===== src/rtl/id_stage.sv =====
// ---------------------------------------------------------------------------
// id_stage -- instruction decode stage of a five-stage pipeline.
//
// Decodes the instruction held in the IF/ID latch. Reads two operands from a
// 32x32 register file, with write-back forwarding inside the same cycle.
// Sign-extends the immediate and registers everything into the ID/EX latch.
// A stall or flush turns the latched instruction into a bubble: all control
// fields are cleared and idex_valid is low.
//
// Optional feature (compile-time macro ID_HAZARD_EN):
//   defined   -> stall is raised when the instruction in EX is a load whose
//                rt matches this instruction's rs or rt (load-use hazard).
//   undefined -> stall is tied low and ex_memread / ex_rt are ignored.
//
// Ports:
//   clk, reset          clock; asynchronous active-high reset
//   instr, npc          instruction and PC+1 from IF/ID
//   wb_we/addr/data     register-file write port from write-back
//   ex_memread, ex_rt   load indication and destination of the EX instruction
//   flush               squash the current ID instruction
//   stall               combinational: hold PC and IF/ID this cycle
//   idex_*              registered ID/EX latch contents
// ---------------------------------------------------------------------------
module id_stage #(
    parameter int DW = 32
) (
    input  logic          clk,
    input  logic          reset,
    input  logic [31:0]   instr,
    input  logic [DW-1:0] npc,
    input  logic          wb_we,
    input  logic [4:0]    wb_addr,
    input  logic [DW-1:0] wb_data,
    input  logic          ex_memread,
    input  logic [4:0]    ex_rt,
    input  logic          flush,
    output logic          stall,
    output logic [DW-1:0] idex_npc,
    output logic [DW-1:0] idex_rd1,
    output logic [DW-1:0] idex_rd2,
    output logic [DW-1:0] idex_imm,
    output logic [4:0]    idex_rt,
    output logic [4:0]    idex_rd,
    output logic [1:0]    idex_wb,
    output logic [2:0]    idex_m,
    output logic [3:0]    idex_ex,
    output logic          idex_valid
);

    localparam logic [5:0] OP_RTYPE = 6'h00;
    localparam logic [5:0] OP_LW    = 6'h23;
    localparam logic [5:0] OP_SW    = 6'h2B;
    localparam logic [5:0] OP_BEQ   = 6'h04;
    localparam logic [5:0] OP_ADDI  = 6'h08;

    logic [DW-1:0] regs_r [0:31];

    logic [5:0]    opcode_s;
    logic [4:0]    rs_s;
    logic [4:0]    rt_s;
    logic [4:0]    rd_s;
    logic [DW-1:0] rd1_s;
    logic [DW-1:0] rd2_s;
    logic [DW-1:0] imm_s;
    logic [1:0]    wb_ctl_s;
    logic [2:0]    m_ctl_s;
    logic [3:0]    ex_ctl_s;
    logic          bubble_s;
    logic          wb_fire_s;

    assign opcode_s  = instr[31:26];
    assign rs_s      = instr[25:21];
    assign rt_s      = instr[20:16];
    assign rd_s      = instr[15:11];
    assign imm_s     = {{(DW-16){instr[15]}}, instr[15:0]};
    assign wb_fire_s = wb_we && (wb_addr != 5'd0);

    // Register file write port; register 0 is never written so it reads as 0.
    always_ff @(posedge clk or posedge reset) begin
        if (reset) begin
            for (int i = 0; i < 32; i++) begin
                regs_r[i] <= '0;
            end
        end else if (wb_fire_s) begin
            regs_r[wb_addr] <= wb_data;
        end
    end

    // Operand reads with same-cycle forwarding of the write-back value.
    always_comb begin
        rd1_s = '0;
        rd2_s = '0;
        if (rs_s == 5'd0) begin
            rd1_s = '0;
        end else if (wb_fire_s && (wb_addr == rs_s)) begin
            rd1_s = wb_data;
        end else begin
            rd1_s = regs_r[rs_s];
        end
        if (rt_s == 5'd0) begin
            rd2_s = '0;
        end else if (wb_fire_s && (wb_addr == rt_s)) begin
            rd2_s = wb_data;
        end else begin
            rd2_s = regs_r[rt_s];
        end
    end

    // Main control decode; unknown opcodes decode as a NOP with no side effects.
    always_comb begin
        wb_ctl_s = 2'b00;
        m_ctl_s  = 3'b000;
        ex_ctl_s = 4'b0000;
        case (opcode_s)
            OP_RTYPE: begin
                wb_ctl_s = 2'b10;
                m_ctl_s  = 3'b000;
                ex_ctl_s = 4'b1100;
            end
            OP_LW: begin
                wb_ctl_s = 2'b11;
                m_ctl_s  = 3'b010;
                ex_ctl_s = 4'b0001;
            end
            OP_SW: begin
                wb_ctl_s = 2'b00;
                m_ctl_s  = 3'b001;
                ex_ctl_s = 4'b0001;
            end
            OP_BEQ: begin
                wb_ctl_s = 2'b00;
                m_ctl_s  = 3'b100;
                ex_ctl_s = 4'b0010;
            end
            OP_ADDI: begin
                wb_ctl_s = 2'b10;
                m_ctl_s  = 3'b000;
                ex_ctl_s = 4'b0001;
            end
            default: begin
                wb_ctl_s = 2'b00;
                m_ctl_s  = 3'b000;
                ex_ctl_s = 4'b0000;
            end
        endcase
    end

`ifdef ID_HAZARD_EN
    // Load-use hazard: the EX load's result is not ready for this instruction.
    always_comb begin
        stall = 1'b0;
        if (ex_memread && (ex_rt != 5'd0) && ((ex_rt == rs_s) || (ex_rt == rt_s))) begin
            stall = 1'b1;
        end else begin
            stall = 1'b0;
        end
    end
`else
    logic unused_hazard_s;
    assign unused_hazard_s = ex_memread ^ (^ex_rt);
    assign stall = 1'b0;
`endif

    assign bubble_s = stall || flush;

    // ID/EX latch; a bubble keeps the data fields but drops all control.
    always_ff @(posedge clk or posedge reset) begin
        if (reset) begin
            idex_npc   <= '0;
            idex_rd1   <= '0;
            idex_rd2   <= '0;
            idex_imm   <= '0;
            idex_rt    <= 5'd0;
            idex_rd    <= 5'd0;
            idex_wb    <= 2'b00;
            idex_m     <= 3'b000;
            idex_ex    <= 4'b0000;
            idex_valid <= 1'b0;
        end else begin
            idex_npc <= npc;
            idex_rd1 <= rd1_s;
            idex_rd2 <= rd2_s;
            idex_imm <= imm_s;
            idex_rt  <= rt_s;
            idex_rd  <= rd_s;
            if (bubble_s) begin
                idex_wb    <= 2'b00;
                idex_m     <= 3'b000;
                idex_ex    <= 4'b0000;
                idex_valid <= 1'b0;
            end else begin
                idex_wb    <= wb_ctl_s;
                idex_m     <= m_ctl_s;
                idex_ex    <= ex_ctl_s;
                idex_valid <= 1'b1;
            end
        end
    end

endmodule


===== config.mk =====
export PLATFORM = sky130hd
export DESIGN_NAME = id_stage
export DESIGN_NICKNAME = d
export VERILOG_FILES = /design/src/rtl/id_stage.sv
export SDC_FILE = /design/constraint.sdc
export NUM_CORES = 2
export LEC_CHECK = 0
export ABC_AREA = 1
export CAP_MARGIN = 20
export CORE_ASPECT_RATIO = 1.5
export CORE_MARGIN = 5
export CORE_UTILIZATION = 58
export CTS_CLUSTER_DIAMETER = 200
export DETAILED_ROUTE_END_ITERATION = 6
export PLACE_DENSITY = 0.75
export SLEW_MARGIN = 10
export SYNTH_ARGS = -nofsm -noshare
export SYNTH_HDL_FRONTEND = slang
export SYNTH_SLANG_ARGS = --single-unit

===== constraint.sdc =====
create_clock -name clk -period 72.9 [get_ports clk]
set_input_delay 21.87 -clock clk [delete_from_list [all_inputs] [get_ports clk]]
set_output_delay 21.87 -clock clk [all_outputs]
set_load 0.05 [all_outputs]

==> flow_summary.html <==
<table>
<tr><th>Metric</th><th>Value</th></tr>
<tr><th colspan="2">Placed design</th></tr>
<tr><td>Port-buffer cells</td><td>252</td></tr>
<tr><td>Placed Instances</td><td>10,100</td></tr>
<tr><td>Area of placed instances</td><td>0.0654 sq mm</td></tr>
<tr><td>Final HPWL DP</td><td>116,000 um</td></tr>
<tr><td>Routability congestion estimate from global placement</td><td>0.849</td></tr>
<tr><td>Dpl ws</td><td>46,340 ps</td></tr>
<tr><th colspan="2">Global routing</th></tr>
<tr><td>Maximum number of pins on one net before global-route repair</td><td>175</td></tr>
<tr><td>Total global-route track usage</td><td>38.5%</td></tr>
<tr><td>Sum of overflow across all layers after global routing</td><td>0</td></tr>
<tr><td>First-pass GRT wire length</td><td>347,000 um</td></tr>
<tr><td>Antenna violations before repair</td><td>14</td></tr>
<tr><td>Number of global-route vias before repair</td><td>59,100</td></tr>
<tr><th colspan="2">Route</th></tr>
<tr><td>Initial detailed-routing violation count</td><td>10,000</td></tr>
<tr><td>Detail-routed via count per cell</td><td>6.17</td></tr>
<tr><td>Routed Antenna Nets</td><td>0</td></tr>
<tr><td>Overall routed net length</td><td>231,000 um</td></tr>
<tr><td>Number of optimization iterations in the first detailed-route pass</td><td>7</td></tr>
<tr><td>Via total after detailed routing</td><td>63,500</td></tr>
<tr><td>Average wire per standard cell</td><td>22.4 um</td></tr>
<tr><td>Post-route DRC violation count</td><td>0</td></tr>
<tr><th colspan="2">Final layout</th></tr>
<tr><td>Non-filler instance count after layout</td><td>10,300</td></tr>
<tr><td>Design Area, Final</td><td>0.0693 sq mm</td></tr>
<tr><td>Fill cell total of the finished layout</td><td>9,618</td></tr>
<tr><td>Nets</td><td>8,877</td></tr>
<tr><td>Ratio of cells with drive above 1 in the final layout</td><td>4.57%</td></tr>
<tr><td>Post-synthesis to final-layout area growth</td><td>9.52%</td></tr>
<tr><th colspan="2">Timing</th></tr>
<tr><td>Worst Skew</td><td>35.3 ps</td></tr>
<tr><td>Setup repair after global routing missed its margin</td><td>false</td></tr>
<tr><td>Min setup slack post-route</td><td>47,220 ps</td></tr>
<tr><td>Slew margin rel.</td><td>17.9%</td></tr>
<tr><td>Least-Margin Pin Slew</td><td>1230 ps</td></tr>
<tr><td>Slew Limit Fails</td><td>0</td></tr>
<tr><td>Minimum clock period after layout</td><td>25,680 ps</td></tr>
<tr><td>Final setup vio count</td><td>0</td></tr>
<tr><td>Fin crit share</td><td>35.2%</td></tr>
<tr><td>Max Fclk</td><td>0.0389 GHz</td></tr>
<tr><td>Final number of hold-violating endpoints</td><td>0</td></tr>
<tr><td>Final sum of negative setup slack</td><td>0 ps</td></tr>
<tr><th colspan="2">Run status</th></tr>
<tr><td>Run status</td><td>complete, no violations</td></tr>
<tr><th colspan="2">CTS</th></tr>
<tr><td>Number of sinks driven by the clock tree</td><td>1,149</td></tr>
<tr><td>CTS clk-pin slew, worst paths</td><td>60 ps</td></tr>
<tr><td>Clock root buffer</td><td>clkbuf_16</td></tr>
<tr><td>H-tree depth</td><td>3</td></tr>
<tr><td>Post-cts resize count</td><td>0</td></tr>
<tr><td>Hold buffers post-CTS</td><td>0</td></tr>
<tr><td>Clock latency of the later-clocked register in the worst-skew pair</td><td>740 ps</td></tr>
<tr><td>Deepest clock path buffer count</td><td>3</td></tr>
<tr><td>TritonCTS clock tree</td><td>yes</td></tr>
<tr><td>Buffers inserted by post-CTS timing repair</td><td>0</td></tr>
<tr><td>Cts bufs inserted</td><td>113</td></tr>
<tr><th colspan="2">Critical path</th></tr>
<tr><td>Crit path cell chain</td><td>clkdlybuf4s50_1, inv_8, buf_4, buf_12, buf_4, buf_4</td></tr>
<tr><td>Startpoint Class</td><td>input port</td></tr>
<tr><td>Crit path max-delay cell type</td><td>buf_4</td></tr>
<tr><td>Max FO, Critical Path</td><td>154</td></tr>
<tr><td>Cell with the most instances on the worst path</td><td>buf_4</td></tr>
<tr><td>Critical path class</td><td>input port to async pin</td></tr>
<tr><td>Kind of end point of the critical path</td><td>async pin</td></tr>
<tr><td>CP max stage delay</td><td>850 ps</td></tr>
<tr><td>Buffering stage count on the worst path with inverters included</td><td>6</td></tr>
<tr><td>Arrival time worst endpoint</td><td>26,400 ps</td></tr>
<tr><td>Worst-case register-to-register setup slack</td><td>71,030 ps</td></tr>
<tr><td>Data required time at the worst endpoint</td><td>73,620 ps</td></tr>
<tr><td>Top delay family on crit path</td><td>buffers and inverters</td></tr>
<tr><th colspan="2">Synthesis</th></tr>
<tr><td>Total of warnings raised by yosys</td><td>0</td></tr>
<tr><td>Sequential-to-total area share from yosys stat</td><td>45.4%</td></tr>
<tr><td>Unique masters post-synth</td><td>26</td></tr>
<tr><td>Synthesis-stage register bit count</td><td>1,149</td></tr>
<tr><td>Number of enable-type register cells in the synthesized netlist</td><td>0</td></tr>
<tr><td>Top_reg_cell synth</td><td>dfrtp_1</td></tr>
<tr><td>Net Count, Synth</td><td>9,181</td></tr>
<tr><td>Post-Synthesis Mean Instance Area</td><td>6.98 sq um</td></tr>
<tr><td>Gate Count Post-Synth</td><td>9,070</td></tr>
<tr><td>FFs w/ async S/R, synth</td><td>100%</td></tr>
<tr><td>Post-Syn Area</td><td>0.0633 sq mm</td></tr>
<tr><th colspan="2">Power</th></tr>
<tr><td>Clock share of power</td><td>33.4%</td></tr>
<tr><td>Total Power Consumption</td><td>1.83 mW</td></tr>
<tr><td>Internal Dissipation</td><td>1.24 mW</td></tr>
<tr><td>Switching share of power</td><td>32.5%</td></tr>
<tr><td>Switching power of the nets</td><td>594 uW</td></tr>
<tr><td>Power density normalized to cell area</td><td>26.4 mW/mm^2</td></tr>
<tr><td>Sequential group share of total power</td><td>44.4%</td></tr>
<tr><td>Comb power frac</td><td>22.2%</td></tr>
<tr><td>Leakage power</td><td>34.4 nW</td></tr>
<tr><td>Worst vdd ir</td><td>0.0232 mV</td></tr>
<tr><th colspan="2">Floorplan</th></tr>
<tr><td>Core Region</td><td>0.109 sq mm</td></tr>
<tr><td>Die W</td><td>280 um</td></tr>
<tr><td>Row Count</td><td>148</td></tr>
<tr><td>Die Outline Area</td><td>0.116 sq mm</td></tr>
<tr><td>Top-level I/O count</td><td>260</td></tr>
<tr><td>Height of the die</td><td>415 um</td></tr>
<tr><td>Starting density of the core</td><td>58.3%</td></tr>
<tr><th colspan="2">Worst hold path</th></tr>
<tr><td>Classification of the worst-slack hold path</td><td>register to register</td></tr>
<tr><th colspan="2">Job</th></tr>
<tr><td>Total of max-cap violations</td><td>0</td></tr>
</table>
cell type report:
| cell class | instances | area, sq um | area share [%] |
|---|---|---|---|
| antenna | 8 | 20.0 | 0.0289 |
| clock buffer | 169 | 3390 | 4.88 |
| clock inverter | 40 | 452 | 0.651 |
| inverter | 971 | 3690 | 5.32 |
| multi-input combinational | 6182 | 27900 | 40.2 |
| sequential | 1149 | 28800 | 41.5 |
| tap | 1425 | 1780 | 2.57 |
| timing repair buffer | 349 | 3400 | 4.91 |
synthesized netlist by cell type, drive strengths merged (5+ instances only):
library cell | number | area [sq um]
clkbuf | 452 | 1700
nor2 | 260 | 1010
dfrtp | 1149 | 28800
o211ai | 202 | 1520
clkinv | 27 | 101
o21ai | 1112 | 5570
inv | 944 | 3540
nand3 | 1482 | 7420
buf | 316 | 1550
nand4 | 5 | 31.3
a21oi | 128 | 641
nor3 | 14 | 144
nand2 | 2928 | 11000
or2 | 45 | 282
sequential cells by signal, summed over array words and instances (netlist names):
name,flops
idex_npc,32
idex_rt,5
idex_wb,2
idex_valid,1
idex_imm,12
idex_rd1,32
idex_m,2
idex_rd2,32
regs_r,1024
idex_rd,4
idex_ex,3
power groups by stage:
stage	sequential (mW)	combinational (mW)	clock, mW
2_1_floorplan	0.832	0.276	0
3_3_place_gp	0.815	0.382	0
3_5_place_dp	0.820	0.396	0
4_1_cts	0.809	0.399	0.616
5_1_grt	0.823	0.457	0.643
6_report	0.812	0.406	0.612
layer usage:
layer	track usage [%]	wire [um]	share of wire, %
met5	0	51	0.022
met4	22.4	15900	6.9
met3	11.0	33800	15
met2	56.8	97400	42
met1	50.8	83400	36
cells by family after synthesis:
kind of cell,after synthesis,share of synthesized area [%]
AND/OR/NAND/NOR,4735,31.4
flip-flops,1149,45.4
buffers and inverters,1739,10.9
other,1,0.00592
AO/OA/AOI/OAI,1442,12.2
XOR/XNOR,4,0.0553
final timing paths:
| check | startpoint | endpoint | cells past startpoint |
|---|---|---|---|
| max reg2reg | regs_r[0]$_DFFE_PP0P_ | idex_rd2[0]$_DFF_PP0_ | 8 |
| min in group asynchronous | reset | regs_r[125]$_DFFE_PP0P_ | 2 |
| min | regs_r[1014]$_DFFE_PP0P_ | regs_r[1014]$_DFFE_PP0P_ | 0 |
| max in group clk | instr[21] | idex_rd1[20]$_DFF_PP0_ | 11 |
| max | reset | regs_r[672]$_DFFE_PP0P_ | 6 |
| min reg2reg | regs_r[1014]$_DFFE_PP0P_ | regs_r[1014]$_DFFE_PP0P_ | 0 |
per-stage QoR:
stage	hold slack, ps	utilization (%)
after floorplan	429	-
after detailed placement	366	60.2
final	378	63.9
after global routing	387	63.9
after global placement	365	60.2
after CTS	381	63.8
placed cells by master (no fill, tap or decap), types with 15 or more instances in the layout:
cell             synthesis  routed
nand2_4                  0      15
o21ai_0               1060    1060
clkbuf_8                 0      23
or2_2                   45      45
nand2_1               2921    2899
o21ai_1                 52      52
buf_4                   24      91
clkbuf_1               451      28
clkinv_2                 0      22
nand3_1               1482    1482
o211ai_1               202     202
dfrtp_1               1149    1149
clkbuf_16                0     119
clkinv_1                27      25
inv_1                  931     926
a21oi_1                128     126
clkdlybuf4s50_1          0     242
nor2_1                 256     252
Note: power is estimated with default switching activity, not from simulation.
